[src/rtl/data_bus_access_unit.sv]
// data_bus_access_unit
// Registered load/store interface between the core's load/store stage and
// the data bus. Handles byte/halfword/word accesses with byte enables,
// load sign/zero extension, a ready/wait-state handshake, misalignment and
// illegal-size rejection, and a one-cycle done pulse.
//
// Optional feature: define DBUS_TIMEOUT_EN to bound the number of wait
// cycles spent in ACCESS to TIMEOUT_CYCLES; the access is then dropped and
// completes with error=1. Without it, ACCESS waits indefinitely for ready.
module data_bus_access_unit #(
   parameter int ADDR_WIDTH     = 32,
   parameter int TIMEOUT_CYCLES = 16
) (
   input  logic                  clk,
   input  logic                  reset,
   input  logic                  cs_bus_read,
   input  logic                  cs_bus_write,
   input  logic [2:0]            funct3,
   input  logic [ADDR_WIDTH-1:0] addr_in,
   input  logic [31:0]           data_in,
   output logic [31:0]           data_out,
   output logic                  busy,
   output logic                  done,
   output logic                  error,
   output logic [ADDR_WIDTH-1:0] data_bus_addr,
   output logic [31:0]           data_bus_wdata,
   input  logic [31:0]           data_bus_rdata,
   output logic [1:0]            data_bus_mode,
   output logic [3:0]            data_bus_be,
   input  logic                  data_bus_ready
);

   // ------------------------------------------------------------------
   // Encodings
   // ------------------------------------------------------------------
   typedef enum logic [1:0] {
      ST_IDLE   = 2'd0,
      ST_ACCESS = 2'd1,
      ST_DONE   = 2'd2
   } state_t;

   localparam logic [2:0] F3_B  = 3'b000;
   localparam logic [2:0] F3_H  = 3'b001;
   localparam logic [2:0] F3_W  = 3'b010;
   localparam logic [2:0] F3_BU = 3'b100;
   localparam logic [2:0] F3_HU = 3'b101;

   localparam logic [1:0] MODE_IDLE  = 2'b00;
   localparam logic [1:0] MODE_READ  = 2'b01;
   localparam logic [1:0] MODE_WRITE = 2'b10;

`ifdef DBUS_TIMEOUT_EN
   localparam int CNT_W = $clog2(TIMEOUT_CYCLES + 1) + 1;
   localparam logic [CNT_W-1:0] CNT_LAST = CNT_W'(TIMEOUT_CYCLES - 1);
`endif

   // ------------------------------------------------------------------
   // State
   // ------------------------------------------------------------------
   state_t                state_q,    state_d;
   logic [ADDR_WIDTH-1:0] bus_addr_q, bus_addr_d;
   logic [1:0]            lane_q,     lane_d;
   logic [31:0]           wdata_q,    wdata_d;
   logic [3:0]            be_q,       be_d;
   logic [2:0]            funct3_q,   funct3_d;
   logic                  write_q,    write_d;
   logic [31:0]           data_out_q, data_out_d;
   logic                  error_q,    error_d;
`ifdef DBUS_TIMEOUT_EN
   logic [CNT_W-1:0]      cnt_q,      cnt_d;
`endif

   // ------------------------------------------------------------------
   // Request decode: legality, alignment, byte enables and lane-shifted
   // store data, all from the live request inputs (used in IDLE only).
   // ------------------------------------------------------------------
   logic        req_valid;
   logic        req_ok;
   logic [3:0]  req_be;
   logic [31:0] req_wdata;

   assign req_valid = cs_bus_write | cs_bus_read;

   // Classify the incoming request and pre-compute its bus lanes.
   always_comb begin
      // NOTE: every variable gets a default before the case so no path
      // leaves it unassigned, which would otherwise infer a latch.
      req_ok    = 1'b0;
      req_be    = 4'b0000;
      req_wdata = 32'h0;

      case (funct3)
         F3_B:    req_ok = 1'b1;
         F3_H:    req_ok = ~addr_in[0];
         F3_W:    req_ok = (addr_in[1:0] == 2'b00);
         F3_BU:   req_ok = ~cs_bus_write;
         F3_HU:   req_ok = ~cs_bus_write & ~addr_in[0];
         default: req_ok = 1'b0;
      endcase

      case (funct3[1:0])
         2'b00: begin
            req_be    = 4'b0001 << addr_in[1:0];
            req_wdata = {24'h0, data_in[7:0]} << {addr_in[1:0], 3'b000};
         end
         2'b01: begin
            req_be    = addr_in[1] ? 4'b1100 : 4'b0011;
            req_wdata = addr_in[1] ? {data_in[15:0], 16'h0}
                                   : {16'h0, data_in[15:0]};
         end
         default: begin
            req_be    = 4'b1111;
            req_wdata = data_in;
         end
      endcase
   end

   // ------------------------------------------------------------------
   // Load extraction: shift the addressed lane down to bit 0, then extend.
   // Halfwords are always 2-byte aligned here, so the byte shift by the
   // full lane index also selects the correct half.
   // ------------------------------------------------------------------
   logic [31:0] rdata_shifted;
   logic [31:0] load_data;

   assign rdata_shifted = data_bus_rdata >> {lane_q, 3'b000};

   // Sign- or zero-extend the selected lane according to the latched size.
   always_comb begin
      load_data = rdata_shifted;
      case (funct3_q)
         F3_B:    load_data = {{24{rdata_shifted[7]}},  rdata_shifted[7:0]};
         F3_H:    load_data = {{16{rdata_shifted[15]}}, rdata_shifted[15:0]};
         F3_BU:   load_data = {24'h0, rdata_shifted[7:0]};
         F3_HU:   load_data = {16'h0, rdata_shifted[15:0]};
         default: load_data = rdata_shifted;
      endcase
   end

   // ------------------------------------------------------------------
   // Next-state logic for the access FSM and its datapath registers.
   // ------------------------------------------------------------------
   always_comb begin
      state_d    = state_q;
      bus_addr_d = bus_addr_q;
      lane_d     = lane_q;
      wdata_d    = wdata_q;
      be_d       = be_q;
      funct3_d   = funct3_q;
      write_d    = write_q;
      data_out_d = data_out_q;
      error_d    = error_q;
`ifdef DBUS_TIMEOUT_EN
      cnt_d      = cnt_q;
`endif

      case (state_q)
         ST_IDLE: begin
            if (req_valid) begin
               funct3_d = funct3;
               write_d  = cs_bus_write;
               if (req_ok) begin
                  // Bus-facing registers only move on accepted requests so a
                  // rejected one never touches the bus.
                  bus_addr_d = {addr_in[ADDR_WIDTH-1:2], 2'b00};
                  lane_d     = addr_in[1:0];
                  be_d       = req_be;
                  wdata_d    = cs_bus_write ? req_wdata : 32'h0;
                  error_d    = 1'b0;
                  state_d    = ST_ACCESS;
`ifdef DBUS_TIMEOUT_EN
                  cnt_d      = '0;
`endif
               end else begin
                  error_d = 1'b1;
                  state_d = ST_DONE;
               end
            end
         end

         ST_ACCESS: begin
            if (data_bus_ready) begin
               if (!write_q) begin
                  data_out_d = load_data;
               end
               error_d = 1'b0;
               state_d = ST_DONE;
            end
`ifdef DBUS_TIMEOUT_EN
            else if (cnt_q == CNT_LAST) begin
               // Last permitted wait cycle without ready: drop the access.
               error_d = 1'b1;
               state_d = ST_DONE;
            end else begin
               cnt_d = cnt_q + 1'b1;
            end
`endif
         end

         ST_DONE: begin
            state_d = ST_IDLE;
         end

         default: begin
            state_d = ST_IDLE;
         end
      endcase
   end

   // ------------------------------------------------------------------
   // State register with synchronous reset; reset aborts any access.
   // ------------------------------------------------------------------
   always_ff @(posedge clk) begin
      // NOTE: sequential state uses non-blocking assignments so every
      // register samples the pre-edge values of its peers.
      if (reset) begin
         state_q    <= ST_IDLE;
         bus_addr_q <= '0;
         lane_q     <= 2'b00;
         wdata_q    <= 32'h0;
         be_q       <= 4'b0000;
         funct3_q   <= 3'b000;
         write_q    <= 1'b0;
         data_out_q <= 32'h0;
         error_q    <= 1'b0;
`ifdef DBUS_TIMEOUT_EN
         cnt_q      <= '0;
`endif
      end else begin
         state_q    <= state_d;
         bus_addr_q <= bus_addr_d;
         lane_q     <= lane_d;
         wdata_q    <= wdata_d;
         be_q       <= be_d;
         funct3_q   <= funct3_d;
         write_q    <= write_d;
         data_out_q <= data_out_d;
         error_q    <= error_d;
`ifdef DBUS_TIMEOUT_EN
         cnt_q      <= cnt_d;
`endif
      end
   end

   // ------------------------------------------------------------------
   // Outputs: decoded from registers only, so they are stable for the
   // whole of each state.
   // ------------------------------------------------------------------
   assign busy           = (state_q != ST_IDLE);
   assign done           = (state_q == ST_DONE);
   assign error          = done & error_q;
   assign data_out       = data_out_q;
   assign data_bus_addr  = bus_addr_q;
   assign data_bus_wdata = wdata_q;
   assign data_bus_mode  = (state_q != ST_ACCESS) ? MODE_IDLE
                         : (write_q ? MODE_WRITE : MODE_READ);
   assign data_bus_be    = (state_q == ST_ACCESS) ? be_q : 4'b0000;

endmodule

[config.mk]
export PLATFORM = sky130hd
export DESIGN_NAME = data_bus_access_unit
export DESIGN_NICKNAME = d
export VERILOG_FILES = /design/src/rtl/data_bus_access_unit.sv
export SDC_FILE = /design/constraint.sdc
export NUM_CORES = 1
export LEC_CHECK = 0
export ABC_AREA = 1
export CAP_MARGIN = 10
export CORE_ASPECT_RATIO = 0.9
export CORE_MARGIN = 5
export CORE_UTILIZATION = 41
export CTS_BUF_LIST = sky130_fd_sc_hd__clkbuf_2
export CTS_CLUSTER_SIZE = 25
export DETAILED_ROUTE_END_ITERATION = 12
export GPL_ROUTABILITY_DRIVEN = 0
export PLACE_DENSITY = 0.79
export SYNTH_ARGS = -nofsm -noshare
export SYNTH_HDL_FRONTEND = slang
export SYNTH_SLANG_ARGS = --single-unit
export TNS_END_PERCENT = 1
[constraint.sdc]
create_clock -name clk -period 1.4 [get_ports clk]
set_input_delay 0.28 -clock clk [delete_from_list [all_inputs] [get_ports clk]]
set_output_delay 0.28 -clock clk [all_outputs]
set_load 0.1 [all_outputs]
Yosys cells after proc, flatten, opt, wreduce, memory -nomap -nowiden
Cells that the tools add are included.

Bits in read-only memories: 0. Register bits after elaboration: 107. Memories: 0. Bits of input ports: 104. Bits in latches: 0. Logic and storage cells: 61. Bits in writable memories: 0. Output and inout bits: 105.

$lt $le $gt $ge: 0. Equality and inequality tests: 13. Div/mod/pow operators: 0. Add/sub/neg operators: 0. Muxes and demuxes: 18. Bitwise operators: 6. Reductions and logical operators: 12. Multipliers: 0. Shift-type cells: 3.

Operator list (number): 32-bit case mux with 4 select lines (1); 32-bit 2-to-1 mux (2); 32-bit case mux with 2 select lines (1); 8-bit by 5-bit << shifter with 32-bit output (1); 32-bit by 5-bit >> shifter with 32-bit output (1); 3-bit == test (second input constant) (4); 2-bit 2-to-1 mux (5); 3-bit AND reduction (3); 4-bit 2-to-1 mux (2); 4-bit case mux with 2 select lines (1); 3-bit by 1-bit == test with 1-bit output (second input constant) (2); 2-bit zero test (3); 3-bit zero test (2); 1-bit case mux with 5 select lines (1); 2-bit by 1-bit == test with 1-bit output (second input constant) (2); 2-bit != test (second input constant) (2); 2-bit case mux with 2 select lines (1); 2-bit AND reduction (2); 2-bit nonzero test (2); 1-bit by 2-bit << shifter with 4-bit output (first input constant) (1); 3-bit by 2-bit == test with 1-bit output (second input constant) (1); 1-bit 2-to-1 mux (3); 1-bit inverter (3); 1-bit bitwise AND (2); other kinds (4) (4).

Depth between registers and ports, before layout
Gate-level depths: netlist (run 1).

Word-level depth: 6. Depth in mapped cells: 10. Gate-level depth less buffers: 9.

Least setup slack after synthesis (run 1)
Ideal clock, no wire load.

Path kind: reg-to-output. Start: register state_q[1]. End: output data_bus_be[0]. Stages on the path, launching flop included: 4. Path buffers: 0. Slack: -0.635 ns. Data required time: 1.120 ns. Arrival time: 1.755 ns. Path through: dfxtp_1 -> inv_1 -> nand2_1 -> nor2_1.

Word-level cells in the longest chain between the ends: 2.

Ends and longest elaborated chain: start: declaration (line 60) `state_t state_q, state_d;`; start signal: assignment (line 230) `state_q <= state_d;`; 2-bit by 1-bit == test with 1-bit output (line 257) `assign data_bus_be = (state_q == ST_ACCESS) ? be_q : 4'b0000;`; 4-bit 2-to-1 mux (line 257); end: declaration (line 29) `output logic [3:0] data_bus_be,`.

Every way passes these cells.

Worst setup path after layout (run 1)
Start: register state_q[1]. End: output data_bus_mode[1].

Word-level cells in the longest chain between the ends: 2.

Ends and longest elaborated chain: 2-bit by 1-bit != test with 1-bit output (line 255) `assign data_bus_mode = (state_q != ST_ACCESS) ? MODE_IDLE`; 2-bit 2-to-1 mux (line 255); end: declaration (line 28) `output logic [1:0] data_bus_mode,`.

Every way passes these cells.

==> results by group, run 1 <==
Timing
  • Max-slew violations: 0
  • Clock Skew: 0.03045 ns
  • Relative slew slack: 43.06%
  • Worst-margin pin slew: 0.8514 ns
  • WHS: 0.1948 ns
  • RSZ-0062 raised after global routing: true
  • Highest Clock Rate: 507.4 MHz
  • Count of final setup violators: 202
  • Worst Slack Setup Final: -0.5710 ns
  • Hold Fails Final Rpt: 0
  • Fin crit period: 1.971 ns
  • Fin crit share: 140.8%

Min path
  • Hold Crit Class: primary input to flop
  • Hold Crit Depth: 3

Floorplanning
  • Die ar.: 0.01544 sq mm
  • Initial core utilization: 42.03%
  • Num ports: 209
  • Core Area: 0.01274 sq mm
  • Rows: 39
  • Die height: 118.4 um
  • Die width: 130.4 um

Worst setup path
  • Worst setup path endpoint: data_bus_mode[1]
  • Crit path capture type: output port
  • Crit-path leading delay family: buffers and inverters
  • Buf/Inv on CP: 4
  • Reg2Reg Launch Point: state_q[1]
  • R2R cell count: 8
  • Critical path launch point type: flop
  • R2r setup slk: -0.32 ns
  • Critical Path Stages: 6
  • CP Class: flop to output port
  • Slowest stage delay, CP: 0.40 ns
  • Crit-path cells: inv_2, buf_6, nand2_4, buf_12, nor2_4, buf_12
  • Critical path arrival: 1.69 ns
  • Most used cell, CP: buf_12
  • Critical path launch point: state_q[1]
  • Crit-path max FO: 6
  • Critical path required time: 1.12 ns
  • FF-to-FF End: data_bus_wdata[8]
  • Slowest-stage cell, CP: dfxtp_2

Outcome
  • Failing checks: negative setup slack
  • Status: finished, violations left

Synthesis
  • Library cells used by synthesis: 26
  • Synth area leader: dfxtp_1
  • Post-synth EDFFs: 0
  • Top-area cell type share of the netlist area: 40.02%
  • Yosys warns: 0
  • Part of the Yosys area used for sequential elements: 40.02%
  • Cells after synthesis: 864
  • Synth Cell Area: 0.005353 sq mm
  • Post-synth ARST share: 0%
  • Yosys reg bits: 107
  • Syn Area/Cell: 6.195 sq um
  • Dominant synthesized flop cell: dfxtp_1
  • Most frequent cell after synthesis: nand2_1
  • Post-synth top cells: nand2_1, nor2_1, dfxtp_1
  • Synth top area cells: dfxtp_1, nand2_1, nor2_1

Layout
  • Area grow syn2layout: 74.66%
  • Cell Count, Final, Fillers Out: 1264
  • Fill cell count: 934
  • Final Net Count: 1200
  • N_diodes: 0
  • Final Util: 73.41%
  • Share of layout cells above drive strength 1: 28.45%

Pwr
  • Maximum vdd ir drop: 0.5995 mV
  • Pwr dens: 915.0 mW/mm^2
  • LEAKAGE: 4.443 nW

Route
  • Detailed Route Iter0 Violations: 558
  • Vias: 6249
  • Post-DR vias/cell: 4.944
  • WL/cell: 14.53 um
  • # DRC: 0
  • Final ANT Viol Nets: 0
  • TritonRoute pass-1 iters: 5
  • Total wire length: 18360 um

Global route
  • First-pass GRT wire length: 29360 um
  • Largest net degree at the start of global routing: 52
  • GRT Overall Usage: 23.63%
  • Total congestion overflow: 0
  • Initial antenna violation count: 0
  • Vias in the first global route: 5854

CTS
  • Clk buf depth: 2
  • Worst-Skew Late Latency: 0.63 ns
  • CTS Sinks: 107
  • CTS tree: built
  • Root Buffer: clkbuf_2
  • Hold_buf cts: 0
  • Worst-path clk slew: 0.29 ns
  • CTS buffer count: 9
  • H-tree depth: 3

Job
  • Max-cap violations: 0

Placed design
  • Placed instance count: 1245
  • Pre-CTS setup slack: -0.7422 ns
  • I/O Buffers: 206
  • HPWL Detailed: 13930 um
[stage by stage]
step	setup TNS (ns)	total power, mW	area, sq um
detailed placement	-48.46	6.856	8950
global placement	-45.81	6.807	8950
CTS	-26.56	8.583	9286
floorplan	-3.480	5.421	5420
finish	-25.37	8.554	9349
global route	-45.73	8.950	9349
[power breakdown]
part           switching, mW  internal (mW)
clock                   1.07          0.587
combinational           2.14           1.33
sequential             0.178           3.25
[sequential cells by signal, indices dropped and copies added (netlist names)]
| name | cells |
|---|---|
| data_bus_wdata | 32 |
| data_bus_addr | 30 |
| error_q | 1 |
| state_q | 2 |
| lane_q | 2 |
| write_q | 1 |
| funct3_q | 3 |
| data_out | 32 |
| be_q | 4 |
[cell families after synthesis]
| group | synth area share [%] |
|---|---|
| simple gates | 42.80 |
| buf+inv | 11.10 |
| flops | 40.02 |
| compound gates | 6.007 |
| other cells | 0.07006 |
[worst min-delay path: stages]
cell and delay (ns):
clkdlybuf4s50_1 0.40, nor2_1 0.10, nor2_1 0.05
[routing by layer]
metal,up-vias,part of all wire [%],track usage [%]
met4,0,2.0,5.398
met5,-,0,0
met2,322,47,38.65
li1,3111,-,-
met1,2779,41,30.52
met3,37,10,7.442
[worst min path at each step]
stage                     start           endpoint  slack (ns)
global route        addr_in[25]  data_bus_addr[25]        0.13
global placement        error_q            error_q        0.45
CTS                  addr_in[3]   data_bus_addr[3]        0.14
detailed placement      be_q[0]            be_q[0]        0.45
floorplan           addr_in[10]  data_bus_addr[10]        0.41
finish               addr_in[2]   data_bus_addr[2]        0.19
[placed cells by master, fill, tap and decap left out, types with 3 or more instances in the layout]
cell	count
nor3_1	4
nor2_4	7
nand3_1	82
inv_4	4
nand2_4	4
nand2_1	281
buf_6	5
buf_4	48
inv_2	6
a21oi_1	29
clkdlybuf4s50_1	103
o21ai_1	6
nor2_1	156
dfxtp_4	10
buf_12	110
nand2_2	3
nor2_2	5
inv_1	78
dfxtp_2	86
o21ai_0	25
dfxtp_1	11
nor3_2	3
nand4_1	9
clkbuf_2	9
[area by class of cell]
| type | count | area (sq um) | share of cell area (%) |
|---|---|---|---|
| repair buffers | 266 | 3650 | 39.04 |
| flip-flops and latches | 107 | 2287 | 24.46 |
| inverters | 88 | 340.3 | 3.640 |
| multi-input cells | 624 | 2731 | 29.22 |
| clock inverters | 6 | 90.09 | 0.9636 |
| clock buffers | 9 | 45.04 | 0.4818 |
| well taps | 164 | 205.2 | 2.195 |
[what timing repair did]
action,4_1_cts,5_1_grt
buffers inserted,2,2
gates resized for setup,118,17
endpoints found under the hold margin,0,0
endpoints found under the setup margin,183,205
pin swaps,10,10
cloned,0,0
Note: power is estimated with default switching activity, not from simulation.
==> inputs of run 2 (changes only) <==
==> constraint.sdc (replaced) <==
create_clock -name clk -period 1.4 [get_ports clk]
set_input_delay 0.14 -clock clk [delete_from_list [all_inputs] [get_ports clk]]
set_output_delay 0.14 -clock clk [all_outputs]
set_load 0.1 [all_outputs]
==> run 2 against run 1 <==
Largest cell class unchanged. Critical path type unchanged. Clock power is essentially flat. First-iteration DRC count shrank 6.5%. The flow still finishes with violations (negative setup slack). Register-to-register slack gained 0.32 ns. Clock skew decreased by 0.0048 ns.
==> results by group, run 2 (synthesis results as in run 1) <==
Timing
  • Fin crit share: 122.3% (-19 points)
  • Worst Slack Setup Final: -0.3117 ns (+0.2593 ns)
  • Count of final setup violators: 9 (-96%)
  • Clock Skew: 0.02562 ns (-0.004826 ns)
  • Setup TNS: -2.583 ns (+22.78 ns)
  • Highest Clock Rate: 584.2 MHz (+15%)
  • Hold Fails Final Rpt: 0 (unchanged)
  • Fin crit period: 1.712 ns (-0.2593 ns)
  • RSZ-0062 raised after global routing: true
  • Max-slew violations: 0 (unchanged)

Floorplanning
  • Rows: 39 (unchanged)
  • Die width: 130.4 um (unchanged)
  • Num ports: 209 (unchanged)
  • Die ar.: 0.01544 sq mm (unchanged)
  • Initial core utilization: 42.03% (unchanged)
  • Die height: 118.4 um (unchanged)
  • Core Area: 0.01274 sq mm (unchanged)

Layout
  • N_diodes: 0 (unchanged)
  • Commonest non-fill, non-tap cells in the layout: nand2_1, nor2_1, buf_12
  • Area grow syn2layout: 75.53%
  • Commonest non-fill, non-tap cell in the layout: nand2_1
  • Share of layout cells above drive strength 1: 27.00% (-1.5 points)
  • Final Util: 73.77% (+0.36 points)
  • Final Net Count: 1210 (+0.83%)

Global route
  • Vias in the first global route: 5880 (+0.44%)
  • GRT Overall Usage: 23.23% (-0.40 points)
  • Total congestion overflow: 0 (unchanged)
  • Largest net degree at the start of global routing: 52 (unchanged)
  • First-pass GRT wire length: 28760 um (-2.0%)
  • Initial antenna violation count: 0 (unchanged)

Worst setup path
  • Crit-path max FO: 6 (unchanged)
  • Critical path required time: 1.26 ns (+0.14 ns)
  • R2r setup slk: 0 ns (+0.32 ns)
  • Critical path launch point type: flop
  • Crit path capture type: output port
  • Reg2Reg Launch Point: state_q[1]
  • CP Class: flop to output port
  • Critical path arrival: 1.57 ns (-0.12 ns)
  • Critical path launch point: state_q[1]

Route
  • # DRC: 0 (unchanged)
  • Post-DR vias/cell: 4.929 (-0.31%)
  • TritonRoute pass-1 iters: 5 (unchanged)
  • Vias: 6284 (+0.56%)
  • Detailed Route Iter0 Violations: 522 (-6.5%)
  • Final ANT Viol Nets: 0 (unchanged)
  • WL/cell: 14.36 um (-1.1%)
  • Total wire length: 18320 um (-0.26%)

Placed design
  • Pre-CTS setup slack: -0.3326 ns (+0.4097 ns)
  • HPWL Detailed: 13900 um (-0.22%)
  • I/O Buffers: 206 (unchanged)

CTS
  • Root Buffer: clkbuf_2
  • CTS tree: built
  • Worst-path clk slew: 0.29 ns (about the same)
  • Worst-Skew Late Latency: 0.62 ns (about the same)
  • H-tree depth: 3 (unchanged)
  • Clk buf depth: 2 (unchanged)
  • CTS Sinks: 107 (unchanged)
  • CTS buffer count: 9 (unchanged)

Pwr
  • Sequential Power Share: 40.2% (about the same)
  • Part of the power in combinational logic: 40.5% (about the same)
  • Switching share of power: 39.38% (-0.15 points)
  • P_sw: 3.359 mW (-0.68%)
  • Int Power: 5.169 mW (about the same)
  • Pwr dens: 907.7 mW/mm^2 (-0.80%)
  • Clk network pwr share: 19.3% (about the same)
  • LEAKAGE: 4.465 nW (+0.51%)
  • Maximum vdd ir drop: 0.6134 mV (+2.3%)

Outcome
  • Status: finished, violations left
  • Failing checks: negative setup slack

Job
  • Max-cap violations: 0 (unchanged)

Min path
  • Min-delay src: addr_in[20]
  • Hold Crit Class: primary input to flop
[run 2: cell types whose count changed in the layout (fill, tap and decap cells not counted), sizes merged]
cell         before  now
buf             163  159
clkinv            2    3
clkinvlp          1    2
inv              89   88
dlygate4sd3       0   14
[run 2: routing by layer]
metal / vias up / global-route usage (%) / wire [um]
met5: - / 0 / 0
met3: 46 / 9.427 / 2205
met2: 305 / 38.08 / 8652
met4: 0 / 7.134 / 563
met1: 2797 / 27.81 / 6893
li1: 3136 / - / -
[run 2: power by group through the flow]
stage / clock network [mW] / registers, mW / logic (mW)
2_1_floorplan: 0 / 4.39 / 1.01
3_3_place_gp: 0 / 3.46 / 3.32
3_5_place_dp: 0 / 3.47 / 3.35
4_1_cts: 1.71 / 3.44 / 3.42
5_1_grt: 1.83 / 3.46 / 3.64
6_report: 1.65 / 3.43 / 3.45
[run 2: worst paths after layout]
path / end / depth (start not counted)
worst max-delay path: data_bus_be[3] / 5
worst max register to register: data_bus_addr[23] / 9
worst min-delay path: data_bus_addr[20] / 3
worst min register to register: data_bus_wdata[7] / 2
[run 2: worst max-delay path, cell delays in order (launching register included)]
cell and delay [ns]:
dfxtp_2 0.39, inv_2 0.05, nand2_2 0.06, buf_8 0.15
nor2_4 0.10, buf_12 0.18
[run 2: layout make-up]
class	instances	area, sq um
inverter	88	332.8
tap	164	205.2
fill	954	3341
sequential	107	2277
clock buffer	9	45.04
multi-input combinational	624	2690
timing repair buffer	276	3752
clock inverter	7	92.59
[run 2: metrics by stage]
| stage | instances | total power [mW] | instance area (sq um) | hold WS (ns) |
|---|---|---|---|---|
| after floorplan | 865 | 5.401 | 5376 | 0.2749 |
| after global placement | 1244 | 6.780 | 8911 | 0.4505 |
| after detailed placement | 1244 | 6.821 | 8911 | 0.4595 |
| after CTS | 1272 | 8.567 | 9336 | 0.005291 |
| after global routing | 1275 | 8.933 | 9395 | 0.004258 |
| final | 1275 | 8.528 | 9395 | 0.06575 |
[run 2: what timing repair did]
| action | 4_1_cts | 5_1_grt |
|---|---|---|
| pin swaps | 2 | 2 |
| gates resized for setup | 108 | 12 |
| buffers inserted | 1 | 0 |
| hold buffers | 11 | 3 |
| endpoints found under the setup margin | 114 | 184 |
| endpoints found under the hold margin | 11 | 3 |
| cloned | 0 | 0 |
==> inputs of run 3 (changes only) <==
--- a/config.mk
+++ b/config.mk
@@ -6,15 +6,16 @@
 export NUM_CORES = 1
 export LEC_CHECK = 0
 export ABC_AREA = 1
-export CAP_MARGIN = 10
+export CAP_MARGIN = 25
 export CORE_ASPECT_RATIO = 0.9
 export CORE_MARGIN = 5
 export CORE_UTILIZATION = 41
-export CTS_BUF_LIST = sky130_fd_sc_hd__clkbuf_2
+export CTS_BUF_LIST = sky130_fd_sc_hd__clkbuf_8
 export CTS_CLUSTER_SIZE = 25
 export DETAILED_ROUTE_END_ITERATION = 12
 export GPL_ROUTABILITY_DRIVEN = 0
 export PLACE_DENSITY = 0.79
+export RECOVER_POWER = 50
 export SYNTH_ARGS = -nofsm -noshare
 export SYNTH_HDL_FRONTEND = slang
 export SYNTH_SLANG_ARGS = --single-unit
==> run 3 against run 2 <==
The flow still finishes with violations (negative setup slack). Flip-flop and latch count is the same. Final cell count shrank 0.55%. Global-route usage shrank 0.22 points.
==> results by group, run 3 (synthesis results as in run 1) <==
CTS
  • CTS tree: built
  • Root Buffer: clkbuf_8
  • H-tree depth: 3 (unchanged)
  • Worst-path clk slew: 0.11 ns (-0.18 ns)
  • Worst-Skew Late Latency: 0.39 ns (-0.23 ns)
  • Clk buf depth: 2 (unchanged)
  • CTS buffer count: 9 (unchanged)
  • CTS Sinks: 107 (unchanged)

Timing
  • Count of final setup violators: 36 (+27)
  • Worst Slack Setup Final: -0.06667 ns (+0.2451 ns)
  • Clock Skew: 0.01215 ns (-0.01348 ns)
  • Fin crit period: 1.467 ns (-0.2451 ns)
  • Fin crit share: 104.8% (-18 points)
  • Setup TNS: -1.387 ns (+1.196 ns)
  • Highest Clock Rate: 681.8 MHz (+17%)
  • RSZ-0062 raised after global routing: true
  • Hold Fails Final Rpt: 0 (unchanged)
  • Max-slew violations: 0 (unchanged)

Route
  • Total wire length: 18760 um (+2.4%)
  • Final ANT Viol Nets: 0 (unchanged)
  • Detailed Route Iter0 Violations: 525 (+0.57%)
  • Post-DR vias/cell: 4.994 (+1.3%)
  • WL/cell: 14.79 um (+3.0%)
  • TritonRoute pass-1 iters: 6 (+1)
  • # DRC: 0 (unchanged)
  • Vias: 6333 (+0.78%)

Layout
  • Final Util: 66.91% (-6.9 points)
  • Commonest non-fill, non-tap cell in the layout: nand2_1
  • Final Net Count: 1203 (-0.58%)
  • Share of layout cells above drive strength 1: 20.11% (-6.9 points)
  • Commonest non-fill, non-tap cells in the layout: nand2_1, nor2_1, dfxtp_1
  • N_diodes: 0 (unchanged)
  • Area grow syn2layout: 59.21%
  • Cell Count, Final, Fillers Out: 1268 (-0.55%)

Floorplanning
  • Rows: 39 (unchanged)
  • Num ports: 209 (unchanged)
  • Die ar.: 0.01544 sq mm (unchanged)
  • Initial core utilization: 42.03% (unchanged)
  • Die width: 130.4 um (unchanged)
  • Core Area: 0.01274 sq mm (unchanged)
  • Die height: 118.4 um (unchanged)

Pwr
  • Maximum vdd ir drop: 0.7134 mV (+16%)
  • LEAKAGE: 4.225 nW (-5.4%)
  • Pwr dens: 1025 mW/mm^2 (+13%)

Worst setup path
  • R2r setup slk: -0.07 ns (-0.07 ns)
  • Most used cell, CP: nor2_1
  • Reg2Reg Launch Point: state_q[1]
  • Slowest-stage cell, CP: dfxtp_2
  • Crit path capture type: flop
  • Crit-path cells: inv_2, buf_6, nand2_4, nor2_4, nand3_4, clkbuf_16, nor2_1, nor2_1
  • Crit-path max FO: 25 (+19)
  • Critical path required time: 1.68 ns (+0.42 ns)
  • Critical path arrival: 1.75 ns (+0.18 ns)
  • CP Class: flop to flop
  • Critical path launch point type: flop
  • FF-to-FF End: data_bus_addr[4]
  • Slowest stage delay, CP: 0.34 ns (-0.05 ns)
  • R2R cell count: 8 (-1)

Min path
  • Hold endpoint: data_bus_addr[25]
  • Hold Crit Depth: 3 (unchanged)
  • Hold Crit Class: primary input to flop
  • Min-delay src: addr_in[25]

Global route
  • First-pass GRT wire length: 28400 um (-1.2%)
  • Vias in the first global route: 5803 (-1.3%)
  • Total congestion overflow: 0 (unchanged)
  • Largest net degree at the start of global routing: 52 (unchanged)
  • GRT Overall Usage: 23.01% (-0.22 points)
  • Initial antenna violation count: 0 (unchanged)

Outcome
  • Failing checks: negative setup slack
  • Status: finished, violations left

Placed design
  • Placed instance count: 1244 (unchanged)
  • HPWL Detailed: 13900 um (unchanged)
  • I/O Buffers: 206 (unchanged)

Job
  • Max-cap violations: 0 (unchanged)
==> run 3: cell types whose count changed in the layout (fill, tap and decap cells not counted), sizes merged <==
cell         previous run  this run
buf                   159        94
clkbuf                  9        81
clkinv                  3         2
dlygate4sd3            14         0
nand3                  84        85
==> run 3: routing by layer <==
metal	part of all wire (%)	vias to the layer above	track usage, %	routed length (um)
met4	2.9	0	8.355	550
met5	0	-	0	0
met2	46	349	37.31	8569
met1	39	2803	27.84	7358
li1	-	3133	-	-
met3	12	48	8.525	2277
==> run 3: worst max-delay path by stage <==
| stage | slack, ns | cells past startpoint | endpoint | startpoint |
|---|---|---|---|---|
| after floorplan | -0.30 | 8 | lane_q[0] | state_q[1] |
| after global placement | -0.30 | 9 | data_bus_wdata[24] | funct3[1] |
| after detailed placement | -0.33 | 9 | data_bus_wdata[24] | funct3[1] |
| after CTS | -0.07 | 5 | data_bus_be[2] | state_q[1] |
| after global routing | -0.14 | 8 | lane_q[1] | state_q[1] |
| final | -0.07 | 8 | data_bus_addr[4] | state_q[1] |
==> run 3: what timing repair did <==
action	4_1_cts	5_1_grt
cloned	0	4
hold buffers	0	0
setup buffers	2	3
endpoints found under the setup margin	8	82
resized for setup	13	28
pin swaps	1	8
==> run 3: per-stage QoR <==
stage	hold slack (ns)	total power [mW]	cell area (sq um)	setup WS, ns
2_1_floorplan	0.2749	5.401	5376	-0.2998
3_3_place_gp	0.4505	6.780	8911	-0.2959
3_5_place_dp	0.4595	6.821	8911	-0.3326
4_1_cts	0.2988	9.013	9200	-0.06511
5_1_grt	0.3140	9.138	8522	-0.1374
6_report	0.3197	8.739	8522	-0.06667
==> run 3: power by group <==
part,leakage [nW],switching (mW),internal [mW]
logic,3.24,2.17,1.07
clock network,0.108,1.11,1.06
registers,0.872,0.110,3.22
total,4.22,3.39,5.35
==> run 3: worst max-delay path, delay by kind of cell (launching register included) <==
family | cells | cell delay (ns)
buf+inv | 3 | 0.41
flops | 1 | 0.34
simple gates | 5 | 0.60
==> run 3: layout make-up <==
class,count,area (sq um)
tap,164,205.2
timing repair buffer,268,2865
fill,1096,4214
inverter,88,345.3
multi-input combinational,625,2735
clock inverter,6,88.84
sequential,107,2145
clock buffer,10,137.6
